`config.mk`:
```
export PLATFORM = sky130hd
export DESIGN_NAME = prf_rd_arb
export DESIGN_NICKNAME = d
export VERILOG_FILES = /design/src/rtl/rename_defs.sv /design/src/rtl/prf_rd_pick.sv /design/src/rtl/prf_rd_arb.sv
export SDC_FILE = /design/constraint.sdc
export NUM_CORES = 1
export LEC_CHECK = 0
export ABC_AREA = 1
export BUFFER_PORTS_ARGS = -buffer_cell sky130_fd_sc_hd__buf_2
export CAP_MARGIN = 15
export CORE_UTILIZATION = 29
export CTS_CLUSTER_DIAMETER = 150
export DETAILED_ROUTE_END_ITERATION = 7
export PLACE_DENSITY = 0.8
export SETUP_SLACK_MARGIN = 0.5
export SKIP_LAST_GASP = 1
export SLEW_MARGIN = 20
export SYNTH_ARGS = -nofsm -noshare
export SYNTH_HDL_FRONTEND = slang
export SYNTH_SLANG_ARGS = --single-unit
```
`constraint.sdc`:
```
create_clock -name clk -period 3 [get_ports clk]
set_input_delay 0.3 -clock clk [delete_from_list [all_inputs] [get_ports clk]]
set_output_delay 0.3 -clock clk [all_outputs]
set_load 0.005 [all_outputs]
```
`src/rtl/rename_defs.sv`:
```
// rtl/rename_defs.sv - shared rename/PRF types for the PRF read-port arbiter
//
// Purpose: physical-register and data types, the flush packet and the
// per-port read route record used by prf_rd_arb / prf_rd_pick.
// Ports: none (package).
package rename_defs;

  localparam int PRF_ID_W        = 7;   // 128 physical registers
  localparam int RV_XLEN         = 32;
  localparam int PRF_RD_PORTS    = 2;   // PRF read ports shared by the requesters
  localparam int PRF_RD_REQ_ID_W = 2;   // route record holds up to 4 requester ids

  typedef logic [PRF_ID_W-1:0] t_prf_id;
  typedef logic [RV_XLEN-1:0]  t_rv_reg_data;

  typedef struct packed {
    logic valid;
  } t_nuke_pkt;

  // One record per PRF read port: which requester/source the port's data
  // belongs to when it comes back a cycle later.
  typedef struct packed {
    logic                       valid;
    logic [PRF_RD_REQ_ID_W-1:0] req_id;
    logic                       src_idx;
  } t_prf_rd_route;

  // Number of read ports a request needs (0..2).
  function automatic int src_need(input logic en0, input logic en1);
    return int'(en0) + int'(en1);
  endfunction

endpackage

```
`src/rtl/prf_rd_pick.sv`:
```
// rtl/prf_rd_pick.sv - combinational rotating-priority pick and port packing
//
// Purpose: visits requesters starting at rr_ptr, grants every requester whose
// port need fits the remaining free ports (skipping ones that do not fit),
// and packs granted sources onto the lowest free ports.
// Ports:
//   rr_ptr    in   current highest-priority requester
//   req       in   [NUM_REQ] request (already masked by flush)
//   srcen     in   [NUM_REQ][2] per-source read enable
//   psrc      in   [NUM_REQ][2] per-source physical register
//   gnt       out  [NUM_REQ] grant
//   rden      out  [RD_PORTS] read-port enable
//   rdaddr    out  [RD_PORTS] read-port address (0 when idle)
//   route     out  [RD_PORTS] route record for the rd1 return path
//   any_gnt   out  at least one grant this cycle
//   next_ptr  out  first-granted index + 1 (mod NUM_REQ)
module prf_rd_pick
  import rename_defs::*;
#(
  parameter int NUM_REQ  = 2,
  parameter int RD_PORTS = PRF_RD_PORTS,
  parameter int RR_W     = 1
) (
  input  logic [RR_W-1:0] rr_ptr,
  input  logic            req      [NUM_REQ],
  input  logic            srcen    [NUM_REQ][2],
  input  t_prf_id         psrc     [NUM_REQ][2],
  output logic            gnt      [NUM_REQ],
  output logic            rden     [RD_PORTS],
  output t_prf_id         rdaddr   [RD_PORTS],
  output t_prf_rd_route   route    [RD_PORTS],
  output logic            any_gnt,
  output logic [RR_W-1:0] next_ptr
);

  always_comb begin
    int                  free;
    int                  need;
    logic [RR_W-1:0]     idx;
    logic [RD_PORTS-1:0] used;
    logic                taken;

    for (int i = 0; i < NUM_REQ; i++) gnt[i] = 1'b0;
    for (int p = 0; p < RD_PORTS; p++) begin
      rden[p]   = 1'b0;
      rdaddr[p] = '0;
      route[p]  = '0;
    end
    any_gnt  = 1'b0;
    next_ptr = rr_ptr;
    free     = RD_PORTS;
    used     = '0;
    taken    = 1'b0;
    idx      = '0;
    need     = 0;

    for (int k = 0; k < NUM_REQ; k++) begin
      idx  = RR_W'((int'(rr_ptr) + k) % NUM_REQ);
      need = src_need(srcen[idx][0], srcen[idx][1]);
      // A non-fitting requester is skipped, later ones may still pack in.
      if (req[idx] && need <= free) begin
        gnt[idx] = 1'b1;
        if (!any_gnt) next_ptr = RR_W'((int'(idx) + 1) % NUM_REQ);
        any_gnt = 1'b1;
        free    = free - need;
        for (int s = 0; s < 2; s++) begin
          if (srcen[idx][s]) begin
            // Lowest unused port wins; 'taken' stops the search at the first hit.
            taken = 1'b0;
            for (int p = 0; p < RD_PORTS; p++) begin
              if (!taken && !used[p]) begin
                taken           = 1'b1;
                used[p]         = 1'b1;
                rden[p]         = 1'b1;
                rdaddr[p]       = psrc[idx][s];
                route[p].valid  = 1'b1;
                route[p].req_id = PRF_RD_REQ_ID_W'(idx);
                route[p].src_idx = 1'(s);
              end
            end
          end
        end
      end
    end
  end

endmodule

```
`src/rtl/prf_rd_arb.sv`:
```
// rtl/prf_rd_arb.sv - PRF read-port arbiter between reservation stations
//
// Purpose: same-cycle grant of the shared PRF read ports (rd0), registered
// route table, and routing of the returned PRF data to requesters (rd1).
// The pick logic supports exactly two read ports' worth of sources per request.
// Ports:
//   clk             in   clock
//   reset           in   asynchronous active-low reset
//   nuke_rb1        in   flush; blocks grants and suppresses responses
//   req_rd0         in   [NUM_REQ] read request
//   req_srcen_rd0   in   [NUM_REQ][2] per-source enable
//   req_psrc_rd0    in   [NUM_REQ][2] per-source physical register
//   gnt_rd0         out  [NUM_REQ] same-cycle grant
//   prf_rden_rd0    out  [RD_PORTS] PRF read enable
//   prf_rdaddr_rd0  out  [RD_PORTS] PRF read address
//   prf_rddata_rd1  in   [RD_PORTS] PRF read data (one cycle after enable)
//   rsp_valid_rd1   out  [NUM_REQ] response valid
//   rsp_data_rd1    out  [NUM_REQ][2] per-source response data
module prf_rd_arb
  import rename_defs::*;
#(
  parameter int NUM_REQ  = 2,
  parameter int RD_PORTS = PRF_RD_PORTS
) (
  input  logic          clk,
  input  logic          reset,
  input  t_nuke_pkt     nuke_rb1,
  input  logic          req_rd0        [NUM_REQ],
  input  logic          req_srcen_rd0  [NUM_REQ][2],
  input  t_prf_id       req_psrc_rd0   [NUM_REQ][2],
  output logic          gnt_rd0        [NUM_REQ],
  output logic          prf_rden_rd0   [RD_PORTS],
  output t_prf_id       prf_rdaddr_rd0 [RD_PORTS],
  input  t_rv_reg_data  prf_rddata_rd1 [RD_PORTS],
  output logic          rsp_valid_rd1  [NUM_REQ],
  output t_rv_reg_data  rsp_data_rd1   [NUM_REQ][2]
);

  localparam int RR_W = (NUM_REQ > 1) ? $clog2(NUM_REQ) : 1;

  logic [RR_W-1:0] rr_ptr;
  logic [RR_W-1:0] next_ptr;
  logic            any_gnt;
  logic            req_live [NUM_REQ];
  t_prf_rd_route   route    [RD_PORTS];
  t_prf_rd_route   route_q  [RD_PORTS];
  logic            gnt_q    [NUM_REQ];

  // Flush masks requests at the source, so grants, enables and the pointer
  // update all go quiet together.
  always_comb begin
    for (int i = 0; i < NUM_REQ; i++) req_live[i] = req_rd0[i] && !nuke_rb1.valid;
  end

  prf_rd_pick #(
    .NUM_REQ  (NUM_REQ),
    .RD_PORTS (RD_PORTS),
    .RR_W     (RR_W)
  ) u_pick (
    .rr_ptr   (rr_ptr),
    .req      (req_live),
    .srcen    (req_srcen_rd0),
    .psrc     (req_psrc_rd0),
    .gnt      (gnt_rd0),
    .rden     (prf_rden_rd0),
    .rdaddr   (prf_rdaddr_rd0),
    .route    (route),
    .any_gnt  (any_gnt),
    .next_ptr (next_ptr)
  );

  always_ff @(posedge clk or negedge reset) begin
    if (!reset) begin
      rr_ptr <= '0;
      for (int i = 0; i < NUM_REQ; i++) gnt_q[i] <= 1'b0;
      for (int p = 0; p < RD_PORTS; p++) route_q[p] <= '0;
    end else begin
      if (any_gnt) rr_ptr <= next_ptr;
      for (int i = 0; i < NUM_REQ; i++) gnt_q[i] <= gnt_rd0[i];
      for (int p = 0; p < RD_PORTS; p++) route_q[p] <= route[p];
    end
  end

  // rd1 return path: each port's data goes to the (requester, source) its
  // route record names; sources no port maps to read as zero.
  always_comb begin
    for (int i = 0; i < NUM_REQ; i++) begin
      rsp_valid_rd1[i] = gnt_q[i] && !nuke_rb1.valid;
      for (int s = 0; s < 2; s++) rsp_data_rd1[i][s] = '0;
    end
    for (int p = 0; p < RD_PORTS; p++) begin
      for (int i = 0; i < NUM_REQ; i++) begin
        for (int s = 0; s < 2; s++) begin
          if (route_q[p].valid &&
              route_q[p].req_id == PRF_RD_REQ_ID_W'(i) &&
              route_q[p].src_idx == 1'(s)) begin
            rsp_data_rd1[i][s] = prf_rddata_rd1[p];
          end
        end
      end
    end
  end

endmodule

```
==> reports/qor.yml, run 1 <==
placed_design:
  gp_congestion: 0.9337
  port_buffers: 248
  place_area_mm2: 0.004207
  dpl.cell_count: 851
  hpwlAfterDp_um: 9976
clocking:
  clock_path_buffers: 2
  root_buffer: "clkbuf_8"
  clock_sinks: 9
  cts_tree: "done"
  numCtsBuffers: 3
  insertion_delay_ns: 0.23
  htreeDepth: 1
  clk_pin_slew_ns: 0.04
synth:
  synthTopCellsByCount: "128 x o22ai_1, 98 x inv_1, 93 x nand2_1"
  yosysWarningCount: 0
  synth.most_common_cell: "o22ai_1"
  synth_flop_cell: "dfrtp_1"
  ys_seq_area_share_pct: 8.215
  ys_ff_latch: 9
  synth-edff-count: 0
  synth_top_cell_by_area: "o22ai_1"
  synth_top_area_share_pct: 29.21
  ys_types: 31
  synthArstFlopShare_pct: 100.0
  avgSynthCellArea_um2: 5.386
  synthTopCellsByArea: "o22ai_1 29%, inv_1 13%, nand2_1 13%, dfrtp_1 8.2%, o21ai_0 7.1%"
  syn_area_mm2: 0.002741
  synthesis.nets: 617
  synthCells: 509
sta:
  fin_crit_ns: 3.102
  worst_slack_ns: -0.1023
  skew_ns: 0.002461
  setup_viol: 17
  min_period_over_period_pct: 103.4
  report.final.slew_viol_count: 0
  slew-limit-headroom_pct: 62.41
  worst_pin_slew_ns: 0.5621
  hold_slack_ns: 0.3986
  rsz0062_at_grt: "true"
  finalSetupTns_ns: -1.280
  clock.fmax_ghz: 0.3223
  hold_viol_final: 0
detailed_routing:
  wl_um: 13860
  post-route-drc-count: 0
  ant_nets: 0
  vias: 4774
  drt_iter0_drc: 264
  avgRoutedWirePerCell_um: 15.78
  firstDrtPassIters: 5
  viasPerCell: 5.437
final_layout:
  drive_above_1_share_pct: 45.37
  final_cells: 878
  nNetsFinal: 876
  final_cell_area_mm2: 0.004597
  syn_to_final_growth_pct: 67.69
  fill_cells: 942
  num_antenna_cells: 0
power_and_ir_drop:
  internal_power_mw: 1.329
  vdd_drop_max_v: 0.0003916
  clock_power_share_pct: 4.7
  power_density_mw_per_mm2: 645.9
  comb_power_share_pct: 88.2
  seq_power_share_pct: 7.1
  swShare_pct: 55.25
  power_switching_mw: 1.640
  p_leak_nw: 2.793
global_route:
  overflow: 0
  antenna_found_initial: 0
  grt_pass1_wl_um: 20020
  grt.total_usage_pct: 25.14
  grt_max_degree: 34
  grt_pass1_vias: 3913
critical_path:
  crit_required_ns: 2.70
  startpoint_type: "flop"
  critical_path_class: "flop to output port"
  r2r-start: "rr_ptr"
  crit-reg2reg-capture: "rr_ptr"
  reg2reg_depth: 19
  crit_fanout: 7
  crit_arrival_ns: 2.80
  r2r_slack_ns: 0.29
  critPathCaptureType: "output port"
floorplan:
  pin_count: 249
  core_mm2: 0.009196
  fp.dieH_um: 99.23
  dieArea_mm2: 0.009846
  start_util_pct: 29.81
  fp.dieW_um: 99.23
  core.rowCount: 35
flow_run:
  cap_violations: 0
outcome:
  status: "finished with violations"
  violations: "negative setup slack"
worst_hold_path:
  worstHoldPathType: "input pin to flop"
  hold_path_end: "route_q[1]"
  min-delay-start: "req_srcen_rd0[1]"
  hold_path_depth: 3
==> cells by family after synthesis <==
family | after synthesis | synth area share, %
AOI/OAI and AO/OA | 193 | 42.49
and+or+nand+nor | 160 | 26.15
buffers and inverters | 140 | 19.94
DFF | 9 | 8.216
adders and majority gates | 7 | 3.195
==> final cells by class <==
class / count / area [um^2] / share of cell area (%)
Clock buffer: 4 / 45.04 / 0.9799
Inverter: 104 / 402.9 / 8.764
Multi-Input combinational cell: 360 / 2191 / 47.66
Sequential cell: 9 / 226.5 / 4.927
Tap cell: 111 / 138.9 / 3.021
Timing Repair Buffer: 290 / 1593 / 34.65
==> worst max-delay path by stage <==
stage	end	start	depth (start not counted)
6_report	prf_rdaddr_rd0[1]	rr_ptr	19
5_1_grt	prf_rdaddr_rd0[10]	rr_ptr	21
4_1_cts	prf_rdaddr_rd0[3]	rr_ptr	18
3_5_place_dp	prf_rdaddr_rd0[10]	rr_ptr	19
3_3_place_gp	prf_rdaddr_rd0[10]	rr_ptr	20
2_1_floorplan	prf_rdaddr_rd0[9]	rr_ptr	21
==> layout by cell type, fill, tap and decap left out, types with 2 or more instances in the layout <==
cell type	count
a21oi_2	4
o21ai_2	3
inv_1	94
clkbuf_8	3
a21oi_4	3
buf_2	248
nand2_4	5
inv_4	3
nand2_2	9
nand3_4	3
o21ai_0	35
nor2_1	22
nor4_1	2
buf_6	7
inv_2	6
nor2_4	2
o211ai_1	6
nand4_1	2
o22ai_1	128
ha_4	4
o21ai_1	9
nand2_8	2
nor3_1	6
buf_4	33
nand3_1	15
ha_1	3
dfrtp_1	8
nand2_1	85
nor2_2	4
a21oi_1	2
==> state kept, by name (all words and copies together) (netlist names) <==
register	flops
route_q	6
rr_ptr	1
gnt_q	2
==> per-layer routing <==
layer	GRT usage, %	up-vias	share of wire [%]
met5	0	-	0
met4	8.484	0	2.9
met3	2.249	41	8.4
met2	45.57	333	49
met1	31.10	2101	40
li1	-	2299	-
==> power groups by stage <==
stage	clock [mW]	sequential, mW	combinational [mW]
2_1_floorplan	0	0.199	1.42
3_3_place_gp	0	0.203	2.16
3_5_place_dp	0	0.205	2.15
4_1_cts	0.139	0.206	2.36
5_1_grt	0.153	0.218	2.84
6_report	0.141	0.210	2.62
==> worst max-delay path: stages (launching register included) <==
cell	delay (ns)
dfrtp_2	0.46
nand2_2	0.08
inv_2	0.05
a21oi_4	0.18
inv_2	0.08
ha_4	0.18
nand2_4	0.09
nand3_4	0.09
inv_4	0.08
ha_4	0.20
inv_2	0.05
nor2_2	0.03
o21ai_2	0.18
nand2_2	0.12
buf_6	0.14
buf_6	0.11
nor2_4	0.17
nand2_1	0.07
nand2_1	0.08
buf_2	0.12
==> timing repair <==
item                                    in CTS  in global routing
resized for setup                           22                 23
pin swaps                                   20                 18
hold endpoints to repair                     9                  0
setup buffers                               14                  8
hold buffers                                 1                  0
endpoints found under the setup margin      19                 26
==> per-stage QoR <==
| stage | power (mW) | setup slack [ns] | utilization (%) |
|---|---|---|---|
| CTS | 2.710 | 0.04626 | 48.35 |
| finish | 2.969 | -0.1023 | 49.99 |
| floorplan | 1.619 | 0.09273 | - |
| global placement | 2.358 | 0.1786 | 45.74 |
| detailed placement | 2.359 | 0.1028 | 45.74 |
| global route | 3.206 | -0.2491 | 49.99 |
Note: power is estimated with default switching activity, not from simulation.
==> run 2: changes to the inputs <==
--- a/config.mk
+++ b/config.mk
@@ -11,7 +11,7 @@
 export CORE_UTILIZATION = 29
 export CTS_CLUSTER_DIAMETER = 150
 export DETAILED_ROUTE_END_ITERATION = 7
-export PLACE_DENSITY = 0.8
+export PLACE_DENSITY = 0.68
 export SETUP_SLACK_MARGIN = 0.5
 export SKIP_LAST_GASP = 1
 export SLEW_MARGIN = 20
==> reports/qor.yml, run 2 (same netlist as run 1, synthesis figures left out) <==
outcome:
  status: "finished with violations"
  violations: "negative setup slack"
placed_design:
  gp_congestion: 0.9814
  dpl.cell_count: 850
  pre_cts_slack_ns: 0.1281
  port_buffers: 248
  place_area_mm2: 0.004199
  hpwlAfterDp_um: 9855
global_route:
  grt.total_usage_pct: 24.78
  grt_max_degree: 35
  grt_pass1_vias: 4155
  overflow: 0
  grt_pass1_wl_um: 20160
  antenna_found_initial: 1
critical_path:
  r2r_slack_ns: 0.52
  critPathCaptureType: "output port"
  crit_arrival_ns: 2.73
  crit_fanout: 8
  critical_path_class: "flop to output port"
  startpoint_type: "flop"
  reg2reg_depth: 18
  crit_required_ns: 2.70
  crit-reg2reg-capture: "route_q[5]"
  r2r-start: "rr_ptr"
sta:
  worst_slack_ns: -0.03049
  hold_slack_ns: 0.4271
  finalSetupTns_ns: -0.03828
  slew-limit-headroom_pct: 73.55
  min_period_over_period_pct: 101.0
  skew_ns: 0.002883
  hold_viol_final: 0
  setup_viol: 2
  report.final.slew_viol_count: 0
  worst_pin_slew_ns: 0.3967
  clock.fmax_ghz: 0.3300
  rsz0062_at_grt: "true"
  fin_crit_ns: 3.030
clocking:
  root_buffer: "clkbuf_8"
  clock_path_buffers: 2
  htreeDepth: 1
  clock_sinks: 9
  insertion_delay_ns: 0.23
  numCtsBuffers: 3
  clk_pin_slew_ns: 0.04
  cts_tree: "done"
detailed_routing:
  vias: 4697
  wl_um: 13190
  drt_iter0_drc: 302
  firstDrtPassIters: 5
  post-route-drc-count: 0
  viasPerCell: 5.386
  avgRoutedWirePerCell_um: 15.12
  ant_nets: 0
final_layout:
  final_cells: 872
  drive_above_1_share_pct: 44.68
  fill_cells: 961
  utilization_pct: 49.14
  reg.largest.list: "route_q x6, gnt_q x2, rr_ptr x1"
  layout_commonest_cell: "buf_2"
  regMostFlops: "route_q"
  final_cell_mix: "248 x buf_2, 128 x o22ai_1, 93 x inv_1, 84 x nand2_1, 36 x o21ai_0"
  nNetsFinal: 870
  num_antenna_cells: 0
  syn_to_final_growth_pct: 64.86
  seq_area_um2: 226.5
  final_cell_area_mm2: 0.004519
  largest_reg_flops: 6
  multiInputGateArea_mm2: 0.002173
floorplan:
  fp.dieH_um: 99.23
  pin_count: 249
  core.rowCount: 35
  dieArea_mm2: 0.009846
  fp.dieW_um: 99.23
  start_util_pct: 29.81
  core_mm2: 0.009196
power_and_ir_drop:
  power_density_mw_per_mm2: 631.9
  comb_power_share_pct: 87.9
  swShare_pct: 55.29
  clock_power_share_pct: 4.7
  vdd_drop_max_v: 0.0003550
  internal_power_mw: 1.277
  seq_power_share_pct: 7.4
  power_switching_mw: 1.579
  power_mw: 2.856
  p_leak_nw: 2.747
worst_hold_path:
  hold_path_end: "route_q[1]"
  min-delay-start: "req_srcen_rd0[1]"
  worstHoldPathType: "input pin to flop"
  hold_path_depth: 3
flow_run:
  cap_violations: 0
-- run 2: cell count changes in the layout (fill, tap and decap cells not counted), moves of 2 or more --
cell / before / now
a21oi_1: 2 / 5
a21oi_2: 4 / 1
buf_4: 33 / 31
buf_6: 7 / 2
nand2_2: 9 / 11
o21ai_1: 9 / 7
o21ai_2: 3 / 5
-- run 2: layout make-up --
cell class / instances / share of cell area (%)
well taps: 111 / 3.073
repair inverters: 1 / 0.1107
inverters: 104 / 8.942
repair buffers: 283 / 33.78
clock buffers: 4 / 0.9967
flip-flops and latches: 9 / 5.011
multi-input cells: 360 / 48.09
-- run 2: timing repair --
| action | CTS | global route |
|---|---|---|
| pin swaps | 12 | 12 |
| gates resized for setup | 22 | 14 |
| gates cloned | 0 | 1 |
| buffers inserted | 10 | 6 |
| endpoints found under the hold margin | 9 | 0 |
| setup endpoints to repair | 19 | 21 |
| hold buffers | 1 | 0 |
-- run 2: how the worst max path moves through the flow --
stage                       from                 end  slack [ns]  cells after the start
after floorplan           rr_ptr   prf_rdaddr_rd0[9]        0.09                     21
after global placement    rr_ptr   prf_rdaddr_rd0[9]        0.21                     18
after detailed placement  rr_ptr  prf_rdaddr_rd0[10]        0.13                     20
after CTS                 rr_ptr  prf_rdaddr_rd0[10]        0.05                     20
after global routing      rr_ptr   prf_rdaddr_rd0[9]       -0.16                     21
final                     rr_ptr  prf_rdaddr_rd0[10]       -0.03                     21
-- run 2: worst max-delay path, cell delays in order, from the launching register on --
cell	delay, ns
dfrtp_2	0.46
nand2_2	0.09
inv_2	0.05
a21oi_4	0.17
inv_2	0.08
ha_4	0.17
nand2_4	0.08
nand3_4	0.09
inv_4	0.07
ha_4	0.19
inv_2	0.05
nor2_2	0.03
o21ai_2	0.16
nand2_2	0.09
inv_2	0.06
nand2_2	0.06
clkinv_4	0.10
nand2_8	0.08
nand2_2	0.07
o21ai_1	0.06
nor2_1	0.13
buf_2	0.13
-- run 2: metal layers --
layer	track usage (%)	share of wire, %	vias to the layer above
met1	30.62	40	2118
met4	7.579	1.8	2
li1	-	-	2281
met5	0	0.14	-
met3	2.952	7.3	24
met2	44.76	51	272
-- run 2: power by group through the flow --
| stage | combinational (mW) | sequential [mW] | clock (mW) |
|---|---|---|---|
| 2_1_floorplan | 1.42 | 0.199 | 0 |
| 3_3_place_gp | 2.15 | 0.202 | 0 |
| 3_5_place_dp | 2.17 | 0.204 | 0 |
| 4_1_cts | 2.34 | 0.211 | 0.136 |
| 5_1_grt | 2.74 | 0.219 | 0.144 |
| 6_report | 2.51 | 0.211 | 0.135 |
==> run 3: changes to the inputs <==
--- a/config.mk
+++ b/config.mk
@@ -8,11 +8,12 @@
 export ABC_AREA = 1
 export BUFFER_PORTS_ARGS = -buffer_cell sky130_fd_sc_hd__buf_2
 export CAP_MARGIN = 15
-export CORE_UTILIZATION = 29
+export CORE_AREA = 2 2 97 99
 export CTS_CLUSTER_DIAMETER = 150
 export DETAILED_ROUTE_END_ITERATION = 7
-export PLACE_DENSITY = 0.68
-export SETUP_SLACK_MARGIN = 0.5
+export DIE_AREA = 0 0 99 101
+export PLACE_DENSITY = 0.71
+export SKIP_CTS_REPAIR_TIMING = 1
 export SKIP_LAST_GASP = 1
 export SLEW_MARGIN = 20
 export SYNTH_ARGS = -nofsm -noshare
==> reports/qor.yml, run 3 (same netlist as run 1, synthesis figures left out) <==
final_layout:
  regMostFlops: "route_q"
  syn_to_final_growth_pct: 60.29
  reg.largest.list: "route_q x6, gnt_q x2, rr_ptr x1"
  nNetsFinal: 864
  largest_reg_flops: 6
  final_cell_mix: "248 x buf_2, 128 x o22ai_1, 94 x inv_1, 84 x nand2_1, 36 x o21ai_0"
  layout_commonest_cell: "buf_2"
  drive_above_1_share_pct: 43.44
  num_antenna_cells: 0
critical_path:
  worstPathCellList: "nand2_2 > inv_2 > a21oi_4 > ha_4 > nand2_4 > nand3_4 > inv_4 > ha_4 > inv_2 > nor2_2 > o21ai_2 > nand2_2 > inv_2 > nand2_2 > clkinv_4 > nand2_8 > nand2_2 > o21ai_2 > nor2_1 > buf_2"
  cp_common_cell: "nand2_2"
  crit_buf_inv: 6
  slowest_stage: "dfrtp_2"
  startpoint_type: "flop"
  crit_family: "simple AND/OR/NAND/NOR gates"
  crit_fanout: 8
  crit_required_ns: 2.70
  crit_arrival_ns: 2.68
  critical_path_class: "flop to output port"
  cpPeakStageDelay_ns: 0.46
  critPathCaptureType: "output port"
placed_design:
  port_buffers: 248
  hpwlAfterDp_um: 10220
  pre_cts_slack_ns: 0.1212
  gp_congestion: 0.9954
detailed_routing:
  drt_iter0_drc: 239
  wl_um: 13360
  ant_nets: 0
  viasPerCell: 5.482
  vias: 4747
  avgRoutedWirePerCell_um: 15.42
  post-route-drc-count: 0
  firstDrtPassIters: 5
sta:
  clock.fmax_ghz: 0.3352
  slew-limit-headroom_pct: 70.40
  finalSetupTns_ns: 0
  fin_crit_ns: 2.983
  hold_viol_final: 0
  setup_viol: 0
  rsz0062_at_grt: "true"
  skew_ns: 0.002439
  worst_pin_slew_ns: 0.4435
  worst_slack_ns: 0.01692
  report.final.slew_viol_count: 0
  min_period_over_period_pct: 99.44
power_and_ir_drop:
  clock_power_share_pct: 5.0
  power_switching_mw: 1.500
  power_density_mw_per_mm2: 612.1
  internal_power_mw: 1.190
  comb_power_share_pct: 87.3
  p_leak_nw: 2.712
  swShare_pct: 55.75
  vdd_drop_max_v: 0.0005359
  seq_power_share_pct: 7.8
global_route:
  grt_max_degree: 34
  grt.total_usage_pct: 23.78
  grt.met3_usage_pct: 2.080
  grt.busiest_layer: "met2"
  antenna_found_initial: 0
  grt_pass1_vias: 4084
  grt_use_met2_pct: 43.19
  overflow: 0
  grt_pass1_wl_um: 19900
  grt_util_met1_pct: 30.36
clocking:
  clock_sinks: 9
  clock_path_buffers: 2
  clk_pin_slew_ns: 0.04
  root_buffer: "clkbuf_8"
  cts_tree: "done"
  insertion_delay_ns: 0.22
  htreeDepth: 1
  numCtsBuffers: 3
floorplan:
  start_util_pct: 30.54
  fp.dieH_um: 101
  core.rowCount: 35
  pin_count: 249
  dieArea_mm2: 0.009999
  fp.dieW_um: 99
  core_mm2: 0.008977
flow_run:
  cap_violations: 0
outcome:
  status: "finished clean"
worst_hold_path:
  worstHoldPathType: "input pin to flop"
-- run 3: changes by cell type in the layout (fill, tap and decap cells not counted), sizes merged --
cell,before,now
buf,282,277
clkinvlp,2,0
inv,102,103
-- run 3: stage by stage --
step                      util, %  instance area [um^2]  hold slack, ns  cells  power [mW]
after floorplan                 -                  2796        0.004409    509       1.536
after detailed placement    46.31                  4158          0.1546    853       2.300
final                       48.95                  4394          0.4166    866       2.690
after global routing        48.95                  4394          0.4242    866       2.952
after global placement      46.31                  4158          0.1520    853       2.291
after CTS                   46.82                  4203        -0.08752    857       2.446
-- run 3: final timing paths --
check                            startpoint  cells past startpoint  slack, ns                  to
setup / recovery                     rr_ptr                     20       0.02  prf_rdaddr_rd0[11]
hold / removal             req_srcen_rd0[1]                      3       0.42          route_q[1]
setup reg to reg                     rr_ptr                     16       0.50          route_q[4]
hold reg to reg                      rr_ptr                      4       0.82          route_q[1]
max in group asynchronous             reset                      2       2.36              rr_ptr
min in group asynchronous             reset                      2       0.45            gnt_q[0]
-- run 3: power groups by stage --
stage | Sequential [mW] | Combinational [mW] | Clock [mW]
after floorplan | 0.199 | 1.34 | 0
after global placement | 0.201 | 2.09 | 0
after detailed placement | 0.203 | 2.10 | 0
after CTS | 0.202 | 2.11 | 0.137
after global routing | 0.219 | 2.59 | 0.142
final | 0.209 | 2.35 | 0.133
-- run 3: tightest hold or removal path: stages --
cell and delay (ns):
buf_2 0.12, nand3_1 0.09, a21oi_1 0.08
-- run 3: routing by layer --
metal / vias up / share of wire [%]
met1: 2162 / 40
met4: 0 / 2.1
met5: - / 0
li1: 2275 / -
met2: 286 / 50
met3: 24 / 8.6
-- run 3: layout make-up --
cell class / count / area, um^2
inverter: 104 / 400.4
multi-input combinational: 360 / 2111
timing repair buffer: 278 / 1473
sequential: 9 / 226.5
fill: 945 / 4583
clock buffer: 4 / 45.04
tap: 111 / 138.9
